`src/rtl/reset_vector_collector_pkg.sv`:
```
// Shared constants, FSM encoding and the nibble-to-ASCII helper for the
// reset-vector collector.
package reset_vector_collector_pkg;

  localparam int         CHUNK_W   = 2;
  localparam int         BYTE_N    = 7;
  localparam logic [4:0] IDLE_ADDR = 5'h1F;
  localparam logic [7:0] CR_BYTE   = 8'h0D;
  localparam logic [7:0] LF_BYTE   = 8'h0A;

  typedef enum logic [1:0] {
    ST_IDLE,
    ST_PROBE,
    ST_SEND,
    ST_DONE
  } state_t;

  // Uppercase hex digit: 0-9 -> '0'-'9', A-F -> 'A'-'F'.
  function automatic logic [7:0] hex_ascii(input logic [3:0] nib);
    if (nib < 4'd10) return 8'h30 + {4'h0, nib};
    else             return 8'h37 + {4'h0, nib};
  endfunction

endpackage

```
`src/rtl/reset_vector_collector_if.sv`:
```
// Bus between the collector, the prober and the bench host: probe port,
// parallel result, status, UART line and a debug view of the FSM state.
interface reset_vector_collector_if #(
  parameter int ADDR_N = 19
);
  import reset_vector_collector_pkg::*;

  logic               start;
  logic [4:0]         probe_addr;
  logic [CHUNK_W-1:0] probe_data;
  logic [ADDR_N-1:0]  vector;
  logic               vector_valid;
  logic               busy;
  logic               tx;
  state_t             state;

  modport master (
    input  start, probe_data,
    output probe_addr, vector, vector_valid, busy, tx, state
  );

  modport slave (
    output start, probe_data,
    input  probe_addr, vector, vector_valid, busy, tx, state
  );

endinterface

```
`src/rtl/reset_vector_collector_uart_tx.sv`:
```
// 8N1 UART transmitter: start bit 0, eight data bits LSB first, stop bit 1,
// each bit exactly BAUD_DIV clocks; tx idles high.
module uart_tx_8n1 #(
  parameter int BAUD_DIV = 434
) (
  input  logic       i_clk,
  input  logic       _rst,
  input  logic [7:0] data,
  input  logic       load,
  output logic       tx,
  output logic       ready
);

  localparam int CNT_W = (BAUD_DIV > 1) ? $clog2(BAUD_DIV) : 1;

  logic [CNT_W-1:0] baud_cnt;
  logic [3:0]       bit_cnt;
  logic [8:0]       shreg;
  logic             active;
  logic             bit_end;

  assign bit_end = (baud_cnt == CNT_W'(BAUD_DIV - 1));

  // Handshake: a byte is taken on a rising edge where load && ready. ready is
  // high while idle and in the final cycle of a stop bit, so frames chain.
  assign ready = !active || (bit_end && bit_cnt == 4'd9);

  always_ff @(posedge i_clk or negedge _rst) begin
    if (!_rst) begin
      tx       <= 1'b1;
      active   <= 1'b0;
      baud_cnt <= '0;
      bit_cnt  <= '0;
      shreg    <= '1;
    end else if (load && ready) begin
      tx       <= 1'b0;
      shreg    <= {1'b1, data};
      active   <= 1'b1;
      baud_cnt <= '0;
      bit_cnt  <= '0;
    end else if (active) begin
      if (bit_end) begin
        baud_cnt <= '0;
        if (bit_cnt == 4'd9) begin
          active <= 1'b0;
          tx     <= 1'b1;
        end else begin
          tx      <= shreg[0];
          shreg   <= {1'b1, shreg[8:1]};
          bit_cnt <= bit_cnt + 4'd1;
        end
      end else begin
        baud_cnt <= baud_cnt + CNT_W'(1);
      end
    end
  end

endmodule

```
`src/rtl/reset_vector_collector.sv`:
```
// Walks the prober's chunk index, rebuilds the reset address, presents it in
// parallel and sends it once as "XXXXX\r\n" over the UART.
module reset_vector_collector
  import reset_vector_collector_pkg::*;
#(
  parameter int ADDR_N   = 19,
  parameter int CHUNK_N  = 10,
  parameter int BAUD_DIV = 434
) (
  input  logic                     i_clk,
  input  logic                     _rst,
  reset_vector_collector_if.master bus
);

  state_t            state, state_next;
  logic [4:0]        idx;
  logic [2:0]        byte_idx;
  logic              start_q;
  logic [ADDR_N-1:0] vector, vector_next;
  logic              vector_valid;
  logic              last_chunk;
  logic              load;
  logic [7:0]        load_data;
  logic              uart_ready;

  function automatic logic [7:0] byte_at(input logic [2:0] sel, input logic [ADDR_N-1:0] v);
    logic [19:0] w;
    w = 20'(v);
    case (sel)
      3'd0:    return hex_ascii(w[19:16]);
      3'd1:    return hex_ascii(w[15:12]);
      3'd2:    return hex_ascii(w[11:8]);
      3'd3:    return hex_ascii(w[7:4]);
      3'd4:    return hex_ascii(w[3:0]);
      3'd5:    return CR_BYTE;
      default: return LF_BYTE;
    endcase
  endfunction

  assign last_chunk = (idx == 5'(CHUNK_N - 1));

  // The final chunk only carries the address MSB; its upper bit is dropped.
  always_comb begin
    vector_next = vector;
    if (last_chunk) begin
      vector_next[ADDR_N-1] = bus.probe_data[0];
    end else begin
      for (int k = 0; k < CHUNK_N - 1; k++) begin
        if (idx == 5'(k)) vector_next[CHUNK_W*k +: CHUNK_W] = bus.probe_data;
      end
    end
  end

  always_comb begin
    state_next = state;
    load       = 1'b0;
    load_data  = 8'h00;
    unique case (state)
      ST_IDLE, ST_DONE: begin
        if (start_q)                state_next = ST_PROBE;
        else if (state == ST_DONE)  state_next = ST_IDLE;
      end
      ST_PROBE: begin
        if (last_chunk) begin
          state_next = ST_SEND;
          load       = 1'b1;
          load_data  = byte_at(3'd0, vector_next);
        end
      end
      ST_SEND: begin
        if (uart_ready) begin
          if (byte_idx == 3'(BYTE_N - 1)) begin
            state_next = ST_DONE;
          end else begin
            load      = 1'b1;
            load_data = byte_at(byte_idx + 3'd1, vector);
          end
        end
      end
      default: state_next = ST_IDLE;
    endcase
  end

  always_ff @(posedge i_clk or negedge _rst) begin
    if (!_rst) state <= ST_IDLE;
    else       state <= state_next;
  end

  // start is registered first so the prober sees index 0 a full cycle later.
  always_ff @(posedge i_clk or negedge _rst) begin
    if (!_rst) begin
      start_q      <= 1'b0;
      idx          <= '0;
      byte_idx     <= '0;
      vector       <= '0;
      vector_valid <= 1'b0;
    end else begin
      start_q <= bus.start;
      case (state)
        ST_IDLE, ST_DONE: begin
          if (start_q) begin
            idx          <= '0;
            vector_valid <= 1'b0;
          end
        end
        ST_PROBE: begin
          vector <= vector_next;
          idx    <= idx + 5'd1;
          if (last_chunk) begin
            vector_valid <= 1'b1;
            byte_idx     <= '0;
          end
        end
        ST_SEND: begin
          if (load) byte_idx <= byte_idx + 3'd1;
        end
        default: ;
      endcase
    end
  end

  uart_tx_8n1 #(.BAUD_DIV(BAUD_DIV)) u_tx (
    .i_clk (i_clk),
    ._rst  (_rst),
    .data  (load_data),
    .load  (load),
    .tx    (bus.tx),
    .ready (uart_ready)
  );

  assign bus.probe_addr   = (state == ST_PROBE) ? idx : IDLE_ADDR;
  assign bus.busy         = (state == ST_PROBE) || (state == ST_SEND);
  assign bus.vector       = vector;
  assign bus.vector_valid = vector_valid;
  assign bus.state        = state;

endmodule

```
`src/flat_wrapper.sv`:
```
// flat-port wrapper written by rule: the top's interface ports become plain ports
module reset_vector_collector_flat import reset_vector_collector_pkg::*;
#(
  parameter int ADDR_N   = 19,
  parameter int CHUNK_N  = 10,
  parameter int BAUD_DIV = 434
)
  (i_clk, _rst, bus_start, bus_probe_data, bus_probe_addr, bus_vector, bus_vector_valid, bus_busy, bus_tx, bus_state);
  reset_vector_collector_if #(.ADDR_N(ADDR_N)) bus_i ();
  input  logic i_clk;
  input  logic _rst;
  input wire logic [$bits(bus_i.start)-1:0] bus_start;
  input wire logic [$bits(bus_i.probe_data)-1:0] bus_probe_data;
  output wire logic [$bits(bus_i.probe_addr)-1:0] bus_probe_addr;
  output wire logic [$bits(bus_i.vector)-1:0] bus_vector;
  output wire logic [$bits(bus_i.vector_valid)-1:0] bus_vector_valid;
  output wire logic [$bits(bus_i.busy)-1:0] bus_busy;
  output wire logic [$bits(bus_i.tx)-1:0] bus_tx;
  output wire logic [$bits(bus_i.state)-1:0] bus_state;
  assign bus_i.start = bus_start;
  assign bus_i.probe_data = bus_probe_data;
  assign bus_probe_addr = bus_i.probe_addr;
  assign bus_vector = bus_i.vector;
  assign bus_vector_valid = bus_i.vector_valid;
  assign bus_busy = bus_i.busy;
  assign bus_tx = bus_i.tx;
  assign bus_state = bus_i.state;
  reset_vector_collector #(.ADDR_N(ADDR_N), .CHUNK_N(CHUNK_N), .BAUD_DIV(BAUD_DIV)) u_core (.i_clk(i_clk), ._rst(_rst), .bus(bus_i));
endmodule
```
`config.mk`:
```
export PLATFORM = sky130hd
export DESIGN_NAME = reset_vector_collector_flat
export DESIGN_NICKNAME = d
export VERILOG_FILES = /design/src/rtl/reset_vector_collector_pkg.sv /design/src/rtl/reset_vector_collector_if.sv /design/src/rtl/reset_vector_collector_uart_tx.sv /design/src/rtl/reset_vector_collector.sv /design/src/flat_wrapper.sv
export SDC_FILE = /design/constraint.sdc
export NUM_CORES = 1
export LEC_CHECK = 0
export ABC_AREA = 1
export CAP_MARGIN = 5
export CELL_PAD_IN_SITES_DETAIL_PLACEMENT = 2
export CELL_PAD_IN_SITES_GLOBAL_PLACEMENT = 2
export CORE_ASPECT_RATIO = 0.9
export CORE_UTILIZATION = 33
export CTS_CLUSTER_SIZE = 25
export DETAILED_ROUTE_END_ITERATION = 7
export PLACE_DENSITY = 0.87
export RECOVER_POWER = 50
export SLEW_MARGIN = 25
export SYNTH_ARGS = -nofsm -noshare
export SYNTH_HDL_FRONTEND = slang
export SYNTH_SLANG_ARGS = --single-unit
```
`constraint.sdc`:
```
create_clock -name i_clk -period 2.3 [get_ports i_clk]
set_input_delay 0.46 -clock i_clk [delete_from_list [all_inputs] [get_ports i_clk]]
set_output_delay 0.46 -clock i_clk [all_outputs]
set_load 0.02 [all_outputs]
```
# Word level (Yosys, flattened, before mapping)

Index checks and enable logic that the tools add are counted.

Add/subtract/negate cells: 16
Magnitude comparators: 6
Eq/ne operators: 27
Mux-type cells: 60
Bitwise operators: 1
Reduce and logical (&&, ||, !) cells: 27

Operators by type and width:

| kind                                                       | count |
|---|---|
| two-way mux 8 bit                                          | 9 |
| two-way mux 9 bit                                          | 7 |
| adder 6 x 4 -> 7 bit, first input constant                 | 8 |
| one-hot mux 8 bit (6 select lines)                         | 1 |
| AND reduction 3 bit                                        | 11 |
| adder 6 x 3 -> 7 bit, first input constant                 | 4 |
| two-way mux 2 bit                                          | 14 |
| == test 5 x 3 -> 1 bit, second input constant              | 4 |
| two-way mux 18 bit                                         | 1 |
| less-than comparator 4 bit, second input constant          | 4 |
| two-way mux 4 bit                                          | 4 |
| one-hot mux 8 bit (2 select lines)                         | 1 |
| two-way mux 1 bit                                          | 14 |
| == test 5 x 2 -> 1 bit, second input constant              | 2 |
| == test 5 x 4 -> 1 bit, second input constant              | 2 |
| two-way mux 5 bit                                          | 2 |
| one-hot mux 5 bit (2 select lines)                         | 1 |
| adder 9 x 1 -> 9 bit, second input constant                | 1 |
| == test 3 bit, second input constant                       | 3 |
| == test 9 bit, second input constant                       | 1 |
| less-than comparator 3 x 4 -> 1 bit, second input constant | 2 |
| != test 2 x 1 -> 1 bit, second input constant              | 4 |
| nonzero test 2 bit                                         | 4 |
| == test 3 x 2 -> 1 bit, second input constant              | 2 |
| 24 further kinds                                           | 31 |

Flip-flop bits (word level): 55
Input port bits: 5
Output and inout bits: 29
Logic and storage cells: 156

# Logic depth before layout (Yosys ltp)

Depth in word-level cells: 8
Mapped depth: 13
Mapped depth without buffers: 13

# Hierarchy

From an unflattened synthesis, not the netlist that was laid out.

Cell total of the unflattened synthesis: 487
Area total of the unflattened synthesis: 3567.2 um^2

Modules (own cells, without submodules):

| module                 | instances | cells an instance | area an instance (um^2) | seq. area each (um^2) |
|---|---|---|---|---|
| reset_vector_collector | 1         | 322               | 2254.7                  | 775.7 |
| uart_tx_8n1            | 1         | 165               | 1312.5                  | 586.8 |

# Worst setup path after synthesis

Ideal clock, no wire load.

Kind: reg2reg
From: reg u_core.state[0] (netlist: u_core.bus.state[0])
To: reg u_core.idx[3]
Setup time: 77 ps
Arrival time: 1812 ps
Data required time: 2223 ps
Setup slack: 411 ps
Cell stages (with the launch flop): 9
Buffers on the path: 0
Clock period less this slack: 1889 ps
Path through: dfrtp_1 > inv_1 > ha_1 > or2_2 > o21ai_0 > inv_1 > nand4_1 > o22ai_1 > a21oi_1

Word-level cells in the longest chain between the ends: 4
Elaborated cells between the ends (all ways): 8
Those cells by class: eq/ne: 3; mux: 1; reduce/logical: 4

Ends and longest elaborated chain:

| element                                                                | RTL line                      | text |
|---|---|---|
| start, declared                                                        | reset_vector_collector.sv:15  | `state_t state, state_next;` |
| start signal, assigned                                                 | reset_vector_collector.sv:86  | `else state <= state_next;` |
| == test 2 bit or zero test 2 bit (tied branches)                       | reset_vector_collector.sv:99  | `case (state)` |
| OR reduction 2 bit                                                     | reset_vector_collector.sv:99  |  |
| != test 2 x 1 -> 1 bit (no line) or nonzero test 2 bit (tied branches) | -                             |  |
| AND reduction 2 bit (no line)                                          | -                             |  |
| end signal, assigned                                                   | reset_vector_collector.sv:108 | `idx <= idx + 5'd1;` |
| end, declared                                                          | reset_vector_collector.sv:16  | `logic [4:0] idx;` |

Parallel ways exist; a longest one is shown, timed or not.
A chain may end at the register's enable or synchronous reset.

# Worst setup path in the final report

From: reg u_core.state[1] (netlist: u_core.bus.state[1])
To: out bus_probe_addr[0]

Word-level cells in the longest chain between the ends: 2

Ends and longest elaborated chain:

| element                | RTL line                      | text |
|---|---|---|
| == test 2 x 1 -> 1 bit | reset_vector_collector.sv:131 | `assign bus.probe_addr = (state == ST_PROBE) ? idx : IDLE_ADDR;` |
| two-way mux 5 bit      | reset_vector_collector.sv:131 |  |
| end, declared          | flat_wrapper.sv:14            | `output wire logic [$bits(bus_i.probe_addr)-1:0] bus_probe_addr;` |

No other way between the ends.

==> run_results.csv <==
group,metric,value,unit
placed_design,dp_hpwl,8900,um
cts,clk_transition_reported_paths,80,ps
cells_and_area,filler_cell_count,1208,
cts,cts.path.max_buffers,2,
power,power_leakage,2.07,nW
global_route,grt_start_max_net_pins,55,
status,violated_checks,"design-rule violations",
hold_path,worst_hold_path_type,"register to register",
cells_and_area,ant_diodes,0,
yosys,synthesis.yosys.warnings,0,
yosys,syn_area_per_cell,7.31,um2
route,m1WireLength,5690,um
hold_path,startpoint_of_the_lowest_slack_hold_path,"u_core.u_tx.tx$_DFFE_PN1P_",
worst_setup_path,cp-end-kind,"output port",
placed_design,gpl.final_weighted_congestion,0.830,
yosys,netlist-cell-type-count,40,
die,floorplan.die.width,111,um
timing,max_slew_violations,0,
cts,insertion_delay,300,ps
die,die_area,11200,um2
global_route,grt_pass1_vias,3882,
route,via_count,3445,
status,outcome,"complete, but fails checks",
power,power.ir.vdd_worst,778,uV
route,drt_first_iter_violations,89,
yosys,synth.net_count,511,
cts,ctsHtreeMaxLevel,2,
worst_setup_path,worstPathRequired,1840,ps
power,total_power,5.40,mW
worst_setup_path,setup.worst_path.class,"register to output port",
cts,tritoncts,"yes",
placed_design,placement.cell_area,4070,um2
worst_setup_path,r2r-end,"u_core.u_tx.shreg[0]$_DFFE_PN1P_",
placed_design,placement.io_buffers,33,
cts,clock-sinks,54,
timing,timing.final.crit_period,2200,ps
timing,setup_violations,0,
yosys,syn-cell-area,3550,um2
route,routed_via_density,5.24,
timing,maximum_clock_frequency,455,MHz
cts,cts_hold_buffers,0,
worst_setup_path,path_max_fanout,9,
global_route,grt_antenna_before_repair,0,
cells_and_area,layout.nets,553,
hold_path,whs_path_depth,2,
route,top_layer,"met4",
route,wl_met2,6230,um
global_route,grt_pass1_wl,20600,um
cts,cts.root.buffer_cell,"clkbuf_16",
power,power.density,1270,nW/um2
cells_and_area,layout_common_cells,"132 x nand2_1, 66 x inv_1, 45 x dfrtp_1, 41 x nor2_1, 41 x o21ai_0",
timing,maxSlewHeadroom,3.09,%
cells_and_area,final_design_area_no_fill,4250,um2
yosys,postSynthRegisterBits,54,
die,fp.dieH,100,um
die,start_util,34.3,%
worst_setup_path,critical_path.startpoint_type,"register",
route,route.final.wire_length,12300,um
route,route.met3.wl,272,um
yosys,ys_seq_area_share,38.4,%
route,route.antenna.remaining_nets,0,
hold_path,min_delay_worst_endpoint,"u_core.u_tx.tx$_DFFE_PN1P_",
cells_and_area,post_route_cells_drive_above_1_share,9.85,%
timing,finalCritPeriodShare,95.5,%
die,fp-row-count,35,
timing,clock_skew,7.05,ps
timing,report.final.hold_viol_count,0,
global_route,globalRouteTotalUtil,23.6,%
die,placeableCoreArea,10300,um2
cells_and_area,flow.area_growth_from_synthesis,19.8,%
worst_setup_path,reg2reg_slack,160,ps
flow_run,max_cap_viol_count,0,
worst_setup_path,critical_path.reg2reg.startpoint,"u_core.byte_idx[0]$_DFFE_PN0P_",
route,first_pass_iters,6,
route,drt_drc_violations_left,4,
die,pin_count,34,
worst_setup_path,arrival,1740,ps
cts,tritoncts.num_buffers,5,
timing,worstMarginPinSlew,1450,ps
yosys,post_synth_inst_count,485,
global_route,grt_remaining_overflow,0,
route,routedWlPerCell,18.8,um
cells_and_area,layout_commonest_cell,"nand2_1",
worst_setup_path,logic_depth_of_the_worst_register_to_register_path,12,
-- synthesized netlist by cell type --
master	count	share of area [%]
nand2_1	133	14
inv_1	66	7.0
dfrtp_1	45	32
nor2_1	41	4.3
o21ai_0	41	5.8
nand3_1	39	5.5
ha_1	21	7.4
a21oi_1	15	2.1
dfstp_2	9	6.7
o311ai_1	8	2.0
o21ai_1	6	0.85
inv_2	5	0.53
nand4_1	5	0.88
nor3_1	5	0.71
clkbuf_1	4	0.42
or2_2	4	0.71
nand2_4	3	0.95
nor2_4	3	0.95
o22ai_1	3	0.53
o311ai_0	3	0.74
o41ai_1	3	0.74
a21oi_2	2	0.49
buf_2	2	0.28
nor2_2	2	0.35
xor2_1	2	0.49
a21boi_0	1	0.21
a21boi_1	1	0.21
a21oi_4	1	0.46
a31oi_1	1	0.18
buf_1	1	0.11
buf_6	1	0.32
mux2_2	1	0.32
nand2_2	1	0.18
nand3_4	1	0.49
nand3b_1	1	0.21
nor4_1	1	0.18
o21ai_2	1	0.25
o21bai_1	1	0.21
o31ai_1	1	0.21
xnor2_1	1	0.25
-- report_power, final --
part	internal, mW	switching [mW]	total [mW]
Clock	0.517	0.382	0.900
Combinational	1.07	1.77	2.84
Sequential	1.30	0.369	1.66
-- flip-flops by register name, indices dropped and copies added, names as in the netlist --
| name | cells |
|---|---|
| u_core.u_tx.shreg | 8 |
| u_core.bus.vector | 19 |
| u_core.u_tx.baud_cnt | 9 |
| u_core.bus.state | 2 |
| u_core.idx | 5 |
| u_core.u_tx.active | 1 |
| u_core.bus.vector_valid | 1 |
| u_core.byte_idx | 3 |
| u_core.u_tx.bit_cnt | 4 |
| u_core.start_q | 1 |
| u_core.u_tx.tx | 1 |
-- per-stage QoR --
stage	instances	util [%]	TNS, ps	hold WS, ps	setup slack [ps]
global placement	648	39.4	0	461	199
finish	657	41.1	0	486	104
floorplan	485	-	0	164	411
global route	657	41.1	-70.5	521	-43.8
detailed placement	648	39.4	0	475	55.9
CTS	656	41.1	0	160	64.0
-- layer usage --
metal  track usage [%]  vias to the layer above
met2              42.0                       43
li1                  -                     1659
met3              2.78                       11
met4              4.68                        0
met5                 0                        -
met1              31.2                     1732
-- cell type report --
type	instances	area, um2	share of cell area (%)
inverters	71	267	6.27
clock inverters	3	43.8	1.03
well taps	129	161	3.80
clock buffers	5	125	2.94
repair buffers	43	385	9.07
multi-input cells	352	1900	44.8
flip-flops and latches	54	1360	32.1
-- critical path, stage by stage, from the launching register on --
cell	delay [ps]
dfrtp_1	400
inv_1	110
ha_4	210
nand2_1	100
clkdlybuf4s50_1	610
-- cells by family after synthesis --
kind of cell	Yosys count	share of synthesized area, %
AOI/OAI and AO/OA	88	15.0
xor gates and xnor gates	3	0.741
adders and majority gates	21	7.41
buffers and inverters	79	8.64
DFF	54	38.4
muxes	1	0.317
and+or+nand+nor	239	29.5
-- what timing repair did --
action	CTS	global route
setup buffers	0	1
endpoints found under the setup margin	4	15
gates resized for setup	2	4
pin swaps	0	1
-- worst max path at each step --
stage                                   startpoint                                to  slack [ps]  cells past startpoint
2_1_floorplan      u_core.bus.state[0]$_DFFE_PN0P_         u_core.idx[3]$_DFFE_PN0P_         410                      8
3_3_place_gp       u_core.bus.state[1]$_DFFE_PN0P_  u_core.u_tx.shreg[7]$_DFFE_PN1P_         200                     10
3_5_place_dp       u_core.bus.state[1]$_DFFE_PN0P_  u_core.u_tx.shreg[0]$_DFFE_PN1P_          60                     11
4_1_cts            u_core.bus.state[1]$_DFFE_PN0P_                 bus_probe_addr[0]          60                      4
5_1_grt        u_core.u_tx.baud_cnt[1]$_DFFE_PN0P_    u_core.byte_idx[1]$_DFFE_PN0P_         -40                     10
6_report           u_core.bus.state[1]$_DFFE_PN0P_                 bus_probe_addr[0]         100                      4
(Power assumes the default switching activity.)
